### config.mk
export PLATFORM = sky130hd
export DESIGN_NAME = sobel_ctrl_master
export DESIGN_NICKNAME = d
export VERILOG_FILES = /design/src/rtl/sobel_ctrl_master.sv
export SDC_FILE = /design/constraint.sdc
export NUM_CORES = 1
export LEC_CHECK = 0
export ABC_AREA = 1
export CAP_MARGIN = 20
export CORE_MARGIN = 5
export CORE_UTILIZATION = 50
export DETAILED_ROUTE_END_ITERATION = 8
export GPL_TIMING_DRIVEN = 0
export PLACE_DENSITY = 0.81
export SYNTH_ARGS = -nofsm -noshare
export SYNTH_HDL_FRONTEND = slang
export SYNTH_SLANG_ARGS = --single-unit
### constraint.sdc
create_clock -name aclk -period 2.4 [get_ports aclk]
set_input_delay 0.36 -clock aclk [delete_from_list [all_inputs] [get_ports aclk]]
set_output_delay 0.36 -clock aclk [all_outputs]
set_load 0.02 [all_outputs]
### src/rtl/sobel_ctrl_master.sv
// Sobel filter control-bus sequencer.
//
// Programs the filter over a single-outstanding AXI4-Lite master port: image
// size, interrupt enables and ap_start; then waits for the filter interrupt,
// clears it, reads AP_CTRL back into status and reports done/error.
//
// Ports
//   aclk, aresetn              clock, asynchronous active-low reset
//   cmd_start                  one-cycle run request, honoured only when idle
//   cmd_rows, cmd_cols         image dimensions, latched on an accepted start
//   busy, done, error          run in progress, one-cycle completion, sticky fault
//   status                     last AP_CTRL read data
//   interrupt                  level interrupt from the filter
//   m_axi_CONTROL_BUS_*        AXI4-Lite master (AW, W, B, AR, R channels)
//
// state    | meaning
// ---------+------------------------------------------------------------
// IDLE     | waiting for cmd_start
// AW_W     | write address and data offered, each until its own handshake
// B        | waiting for the write response
// WAIT_IRQ | filter running; counting cycles until interrupt or timeout
// AR       | AP_CTRL read address offered
// R        | waiting for read data
// DONE     | done pulse high for this single cycle
module sobel_ctrl_master #(
    parameter int C_M_AXI_CONTROL_BUS_ADDR_WIDTH = 5,
    parameter int C_M_AXI_CONTROL_BUS_DATA_WIDTH = 32,
    parameter int TIMEOUT_W                      = 24
) (
    input  logic                                        aclk,
    input  logic                                        aresetn,
    input  logic                                        cmd_start,
    input  logic [31:0]                                 cmd_rows,
    input  logic [31:0]                                 cmd_cols,
    output logic                                        busy,
    output logic                                        done,
    output logic                                        error,
    output logic [31:0]                                 status,
    input  logic                                        interrupt,
    output logic [C_M_AXI_CONTROL_BUS_ADDR_WIDTH-1:0]   m_axi_CONTROL_BUS_AWADDR,
    output logic                                        m_axi_CONTROL_BUS_AWVALID,
    input  logic                                        m_axi_CONTROL_BUS_AWREADY,
    output logic [C_M_AXI_CONTROL_BUS_DATA_WIDTH-1:0]   m_axi_CONTROL_BUS_WDATA,
    output logic [C_M_AXI_CONTROL_BUS_DATA_WIDTH/8-1:0] m_axi_CONTROL_BUS_WSTRB,
    output logic                                        m_axi_CONTROL_BUS_WVALID,
    input  logic                                        m_axi_CONTROL_BUS_WREADY,
    input  logic [1:0]                                  m_axi_CONTROL_BUS_BRESP,
    input  logic                                        m_axi_CONTROL_BUS_BVALID,
    output logic                                        m_axi_CONTROL_BUS_BREADY,
    output logic [C_M_AXI_CONTROL_BUS_ADDR_WIDTH-1:0]   m_axi_CONTROL_BUS_ARADDR,
    output logic                                        m_axi_CONTROL_BUS_ARVALID,
    input  logic                                        m_axi_CONTROL_BUS_ARREADY,
    input  logic [C_M_AXI_CONTROL_BUS_DATA_WIDTH-1:0]   m_axi_CONTROL_BUS_RDATA,
    input  logic [1:0]                                  m_axi_CONTROL_BUS_RRESP,
    input  logic                                        m_axi_CONTROL_BUS_RVALID,
    output logic                                        m_axi_CONTROL_BUS_RREADY
);

    localparam int AW = C_M_AXI_CONTROL_BUS_ADDR_WIDTH;
    localparam int DW = C_M_AXI_CONTROL_BUS_DATA_WIDTH;

    // Write sequence positions; ISR clear is the last write, after the interrupt.
    localparam logic [2:0] STEP_ROWS  = 3'd0;
    localparam logic [2:0] STEP_START = 3'd4;
    localparam logic [2:0] STEP_ISR   = 3'd5;

    typedef enum logic [2:0] {
        IDLE,
        AW_W,
        B,
        WAIT_IRQ,
        AR,
        R,
        DONE
    } state_t;

    state_t               state;
    logic [2:0]           step;
    logic [31:0]          rows;
    logic [31:0]          cols;
    logic [TIMEOUT_W-1:0] cnt;
    logic [TIMEOUT_W-1:0] cnt_inc;
    logic [AW-1:0]        aw_addr;
    logic [DW-1:0]        w_data;
    logic                 aw_valid;
    logic                 w_valid;
    logic                 b_ready;
    logic                 ar_valid;
    logic                 r_ready;

    function automatic logic [AW-1:0] step_addr(input logic [2:0] s);
        case (s)
            3'd0:    return AW'(8'h14);  // rows
            3'd1:    return AW'(8'h1C);  // cols
            3'd2:    return AW'(8'h04);  // GIE
            3'd3:    return AW'(8'h08);  // IER
            3'd4:    return AW'(8'h00);  // AP_CTRL
            default: return AW'(8'h0C);  // ISR
        endcase
    endfunction

    function automatic logic [DW-1:0] step_data(input logic [2:0] s,
                                                 input logic [31:0] r,
                                                 input logic [31:0] c);
        case (s)
            3'd0:    return DW'(r);
            3'd1:    return DW'(c);
            default: return DW'(32'd1);
        endcase
    endfunction

    assign cnt_inc = cnt + TIMEOUT_W'(1);

    always_ff @(posedge aclk or negedge aresetn) begin
        if (!aresetn) begin
            state    <= IDLE;
            step     <= STEP_ROWS;
            rows     <= '0;
            cols     <= '0;
            cnt      <= '0;
            aw_addr  <= '0;
            w_data   <= '0;
            aw_valid <= 1'b0;
            w_valid  <= 1'b0;
            b_ready  <= 1'b0;
            ar_valid <= 1'b0;
            r_ready  <= 1'b0;
            busy     <= 1'b0;
            done     <= 1'b0;
            error    <= 1'b0;
            status   <= '0;
        end else begin
            done <= 1'b0;
            case (state)
                IDLE: begin
                    if (cmd_start) begin
                        rows     <= cmd_rows;
                        cols     <= cmd_cols;
                        error    <= 1'b0;
                        busy     <= 1'b1;
                        step     <= STEP_ROWS;
                        aw_addr  <= step_addr(STEP_ROWS);
                        w_data   <= step_data(STEP_ROWS, cmd_rows, cmd_cols);
                        aw_valid <= 1'b1;
                        w_valid  <= 1'b1;
                        state    <= AW_W;
                    end
                end
                AW_W: begin
                    // A channel whose valid is already low has completed its handshake.
                    if (aw_valid && m_axi_CONTROL_BUS_AWREADY) aw_valid <= 1'b0;
                    if (w_valid && m_axi_CONTROL_BUS_WREADY) w_valid <= 1'b0;
                    if ((!aw_valid || m_axi_CONTROL_BUS_AWREADY) &&
                        (!w_valid || m_axi_CONTROL_BUS_WREADY)) begin
                        b_ready <= 1'b1;
                        state   <= B;
                    end
                end
                B: begin
                    if (m_axi_CONTROL_BUS_BVALID) begin
                        b_ready <= 1'b0;
                        if (m_axi_CONTROL_BUS_BRESP != 2'b00) begin
                            error <= 1'b1;
                            done  <= 1'b1;
                            busy  <= 1'b0;
                            state <= DONE;
                        end else if (step == STEP_START) begin
                            cnt   <= '0;
                            state <= WAIT_IRQ;
                        end else if (step == STEP_ISR) begin
                            ar_valid <= 1'b1;
                            state    <= AR;
                        end else begin
                            step     <= step + 3'd1;
                            aw_addr  <= step_addr(step + 3'd1);
                            w_data   <= step_data(step + 3'd1, rows, cols);
                            aw_valid <= 1'b1;
                            w_valid  <= 1'b1;
                            state    <= AW_W;
                        end
                    end
                end
                WAIT_IRQ: begin
                    if (interrupt) begin
                        step     <= STEP_ISR;
                        aw_addr  <= step_addr(STEP_ISR);
                        w_data   <= step_data(STEP_ISR, rows, cols);
                        aw_valid <= 1'b1;
                        w_valid  <= 1'b1;
                        state    <= AW_W;
                    end else if (&cnt_inc) begin
                        error <= 1'b1;
                        done  <= 1'b1;
                        busy  <= 1'b0;
                        state <= DONE;
                    end else begin
                        cnt <= cnt_inc;
                    end
                end
                AR: begin
                    if (m_axi_CONTROL_BUS_ARREADY) begin
                        ar_valid <= 1'b0;
                        r_ready  <= 1'b1;
                        state    <= R;
                    end
                end
                R: begin
                    if (m_axi_CONTROL_BUS_RVALID) begin
                        r_ready <= 1'b0;
                        status  <= m_axi_CONTROL_BUS_RDATA[31:0];
                        // Bit 1 is ap_done; a finished filter must report it.
                        if ((m_axi_CONTROL_BUS_RRESP != 2'b00) || !m_axi_CONTROL_BUS_RDATA[1])
                            error <= 1'b1;
                        done  <= 1'b1;
                        busy  <= 1'b0;
                        state <= DONE;
                    end
                end
                DONE: begin
                    state <= IDLE;
                end
                default: begin
                    state <= IDLE;
                end
            endcase
        end
    end

    assign m_axi_CONTROL_BUS_AWADDR  = aw_addr;
    assign m_axi_CONTROL_BUS_AWVALID = aw_valid;
    assign m_axi_CONTROL_BUS_WDATA   = w_data;
    assign m_axi_CONTROL_BUS_WSTRB   = '1;
    assign m_axi_CONTROL_BUS_WVALID  = w_valid;
    assign m_axi_CONTROL_BUS_BREADY  = b_ready;
    assign m_axi_CONTROL_BUS_ARADDR  = '0;  // only AP_CTRL is ever read
    assign m_axi_CONTROL_BUS_ARVALID = ar_valid;
    assign m_axi_CONTROL_BUS_RREADY  = r_ready;

endmodule

# ---- After elaboration in Yosys (flattened, before gate mapping)
# Cells that the tools add are included.
dict set report totals {
  ff_bits 171
  in_bits 109
  output_inout_bits 86
  wordCells 162
}
dict set report classes {
  add_sub_neg 2
  eq_ne 30
  muxes 81
  n_reduce_logical 33
}
# cell count
set op_table {}
lappend op_table {{$mux W32} 6}
lappend op_table {{$mux W24} 5}
lappend op_table {{$pmux W32 S3} 1}
lappend op_table {{$pmux W32 S2} 1}
lappend op_table {{$mux W3} 16}
lappend op_table {{$pmux W24 S2} 1}
lappend op_table {{$ne A2 B2 Y1 const B} 18}
lappend op_table {{$mux W1} 33}
lappend op_table {{$mux W5} 6}
lappend op_table {{$pmux W5 S5} 1}
lappend op_table {{$add A24 B1 Y24 const B} 1}
lappend op_table {{$reduce_and A24 Y1} 1}
lappend op_table {{$reduce_and A8 Y1} 3}
lappend op_table {{$pmux W3 S6} 1}
lappend op_table {{$reduce_and A6 Y1} 3}
lappend op_table {{$pmux W1 S4} 4}
lappend op_table {{$eq A3 B3 Y1 const B} 5}
lappend op_table {{$pmux W5 S3} 1}
lappend op_table {{$reduce_and A7 Y1} 2}
lappend op_table {{$eq A3 B2 Y1 const B} 4}
lappend op_table {{$reduce_bool A2 Y1} 6}
lappend op_table {{$pmux W3 S3} 1}
lappend op_table {{$reduce_bool A4 Y1} 2}
lappend op_table {{$eq A3 B1 Y1 const B} 2}
lappend op_table {{11 further kinds} 22}

# ---- Depth between registers and ports, before layout
dict set report logic_depth {
  word_depth 8
  mapped_depth 18
  ltp_nobuf 17
}

# ---- Least setup slack after synthesis
# Ideal clock, no wire load.
dict set report synth_path {
  kind {register to register}
  start {reg cnt[1]}
  end {reg cnt[21]}
  setup_time_ns 0.066
  arrival_time_ns 1.945
  t_required_ns 2.334
  setup_slack_ns 0.388
  path_stages_with_launch 19
  n_path_buf 1
  period_less_slack_ns 2.012
  cell_sequence {dfrtp_1 ha_1 nand2_2 nor2_4 nand2_1 nor2_2 nand2_1 nand2_1 nand2_1 nor2_1 nand2_1 nor2_1 nand2_2 nand2_4 nand2_4 nand2_4 buf_8 nand2_1 nand2_1}
}
dict set report synth_between {
  elab_chain_cells 4
  elab_cells_between_ends 7
  cone_classes {1 x add/sub; 1 x eq/ne; 3 x mux; 2 x reduce/logical}
}
# item line
set synth_lines {}
lappend synth_lines {{from (decl)} 81} ;# logic [TIMEOUT_W-1:0] cnt;
lappend synth_lines {{from (signal assigned)} 197} ;# cnt <= cnt_inc;
lappend synth_lines {{$add A24 B1 Y24 (*)} 112} ;# assign cnt_inc = cnt + TIMEOUT_W'(1);
lappend synth_lines {{$reduce_and A24 Y1 / $mux W24 (equally long branches)} 191} ;# end else if (&cnt_inc) begin
lappend synth_lines {{$ne A2 B2 Y1 (no line) / $mux W24 (equally long branches)} --}
lappend synth_lines {{$reduce_and A6 Y1 (no line) / $pmux W24 S2 (equally long branches)} --}
# Every way passes the cells marked *; elsewhere a longest branch is shown, timed or not. The select of a mux whose other input is x is not followed.
# A chain may end at the register's enable or synchronous reset.

# ---- Worst setup path in the final report
dict set report layout_path {
  start {reg cnt[1]}
  end {reg cnt[3]}
}
# The elaborated chain is that of the path after synthesis.

==> run metrics <==
die width=between 100 and 150 um; Synth Area in Adders=around 1.2%; fin util=just under 70%; clk slew on worst S/H paths=~0.07 ns; Initial DRC Count=510; Tcrit/Tclk final=100%; post-synth cell types=38; gpl congestion=~0.86; Finish-stage setup viols=2; DRT Wirelength=~24000 um; Post-Route Skew=0.0147 ns; mux share of post-synthesis cell area=0%; most frequent CP cell=nand2_1; Synth Register Bits=roughly 170; Syn Inst Count=roughly 1000; asr flop ratio synth=100%; Slew HR=between 50% and 60%; WL per Instance=15.7 um; largest cells by area after synthesis=dfrtp_1 (51%), nand2_1 (19%), o21ai_0 (6.7%); Vias/cell=a little over 5; number of flops mapped to enable cells by yosys=0; GRT Total Usage=23.8%; CP Class=reg -> reg; met3 WL post-DR=around 1600 um; most common cell after layout, fill and taps aside=nand2_1; IO buf count=between 150 and 200; clk_lat worst skew=about 0.43 ns; first-pass GRT wire length=about 37000 um; Synth Area in Simple Gates=approximately 28%; failing checks=negative setup slack; clk buf depth=2; most frequent cells in the layout=nand2_1 (389), clkdlybuf4s50_1 (182), dfrtp_1 (168), o21ai_0 (110), inv_1 (86); cell row count=47; IO Pins=about 200; Worst Slack Setup Final=-0.00568 ns; WL met2=around 12000 um; VDD IR max=between 700 and 800 uV; total core area=about 0.016 mm^2; initial antenna violation count=0; routed metal-1 wirelength=just under 10000 um; antenna-violating nets left=0; CP Capture Type=register; fmax=a little over 400 MHz; aggregate global routing overflow=0; clk root buf=clkbuf_16; Cell Chain, Critical Path=ha_4 -> nand2_4 -> nor2_4 -> nand2_4 -> nor2_4 -> nand2_1 -> nand2_1 -> nand2_1 -> nor2_1 -> nand2_1 -> nor2_1 -> nand2_2 -> nand2_4 -> nand2_4 -> nand2_8 -> clkbuf_16 -> nand2_2 -> nand2_1; Main synth FF type=dfrtp_1; CP arrival=2.77 ns; Antenna Cells=0; Initial Util=between 50% and 60%; combinational family with the most area after synthesis=simple AND/OR/NAND/NOR gates; Tmin final=between 2 and 2.5 ns; vias in the first global route=approximately 7500; vias post-DR=a little under 8000; HPWL after detailed placement=about 17000 um; PD cells=~1200 mW/mm^2; post-place setup slack=-0.170 ns; static leakage=approximately 0.0053 uW; CP Launch Type=register; TritonCTS buffer count=17; Hold Fails Final Rpt=0; uppermost layer routed=met4; MaxCap Viol Count=0; Area Overhead vs Synth=37.6%; Placed Cells incl. Taps=1458; Post-route DRC=0; Final nets=approximately 1400; sequential fraction of the synthesis area=51.2%; Slew @ Worst Pin=between 0.7 and 0.8 ns; Mapped Area=a little over 0.008 mm^2; critical path peak fanout=7; Sink Count=between 150 and 200; RSZ-0062 raised after global routing=true; final non-filler cell total=1510; Synth Area in Compound Gates=11.8%; CP top delay family=simple AND/OR/NAND/NOR gates; Post-Synth XOR/XNOR Area=less than 1%; 1st-pass router iterations=5; status=finished, violations left; largest net degree at the start of global routing=107; pins over their slew limit=0; die area=roughly 0.019 mm^2; CTS tree=done; WP buf/inv=1; critical path data required time=roughly 2.8 ns; CP max stage delay=roughly 0.42 ns; slowest CP cell=dfrtp_1; mean area per synthesized cell=about 8 um^2; layout cells sized above 1=between 10% and 20%; worst hold path type=in -> async; top-area cell type share of the netlist area=51.2%; YS warnings=0; die height=around 140 um; area leader, netlist=dfrtp_1; H-Tree Depth=4
[power breakdown]
part / internal (uW) / total, uW / switching (uW)
Combinational: 2580 / 6410 / 3830
Sequential: 4030 / 4640 / 608
Clock: 1380 / 2610 / 1220
[timing repair]
| action | in CTS | in global routing |
|---|---|---|
| buffers inserted | 1 | 16 |
| gates resized for setup | 5 | 70 |
| pin swaps | 0 | 25 |
| hold buffers | 1 | 0 |
| cloned | 0 | 2 |
| endpoints found under the setup margin | 76 | 129 |
| endpoints found under the hold margin | 63 | 0 |
[path summary, 6_finish.rpt]
kind                                             from    endpoint  slack [ns]  depth (start not counted)
setup / recovery                               cnt[1]      cnt[3]      -0.006                         18
hold / removal                                aresetn     cnt[18]        0.45                          2
setup reg to reg                               cnt[1]      cnt[3]      -0.006                         18
hold reg to reg                            status[23]  status[23]        0.47                          2
max in group asynchronous                     aresetn    state[0]        1.04                          3
min in group aclk          m_axi_CONTROL_BUS_RDATA[7]   status[7]        0.46                          3
[routing by layer]
layer | vias up | GRT usage, %
li1 | 3786 | -
met1 | 3689 | 29.6
met2 | 261 | 40.9
met3 | 42 | 6.21
met4 | 0 | 7.07
met5 | - | 0
[cell usage after synthesis (all sizes together) (2+ instances only)]
master     n
or2        2
a22oi     31
o21ai    110
ha         8
clkbuf    33
nand3     32
a21oi      6
nand2    429
nor4       3
nor3       2
nand4     14
o2111ai    2
o21bai     2
nor2      57
o22ai     11
a221oi     2
conb       2
nand3b     4
inv       91
xnor2      4
buf       24
dfrtp    169
[area by class of cell]
class                           instances  area, um^2
Clock inverter                         12         106
Fill cell                            1293        5040
Multi-Input combinational cell        737        3590
Timing Repair Buffer                  204        2060
Clock buffer                           20         447
Sequential cell                       169        4230
Inverter                               91         342
Buffer                                 57         323
Tap cell                              220         275
[state kept, by name (all words and copies together), names as in the netlist]
signal	count
m_axi_CONTROL_BUS_ARVALID	1
error	1
status	32
cnt	24
m_axi_CONTROL_BUS_AWADDR	3
m_axi_CONTROL_BUS_WDATA	32
done	1
m_axi_CONTROL_BUS_BREADY	1
cols	32
m_axi_CONTROL_BUS_AWVALID	1
state	3
m_axi_CONTROL_BUS_RREADY	1
rows	32
busy	1
m_axi_CONTROL_BUS_WVALID	1
step	3
[through the flow]
| stage | cell area [um^2] | total power [uW] | hold WS, ns | TNS, ns |
|---|---|---|---|---|
| finish | 11400 | 13700 | 0.453 | -0.00656 |
| global route | 11400 | 14500 | 0.468 | -2.44 |
| CTS | 11000 | 13400 | 0.456 | -0.556 |
| detailed placement | 10400 | 10700 | 0.341 | -4.20 |
| global placement | 10400 | 10500 | 0.453 | -1032.48 |
| floorplan | 8290 | 8120 | 0.0644 | 0 |
[cell families after synthesis]
logic type      count (synthesis)
fa+ha+maj                       8
simple gates                  544
buf+inv                       148
flops                         169
compound gates                169
xor+xnor                        5
other cells                     2
No activity file was read; power rests on OpenSTA's default activity.
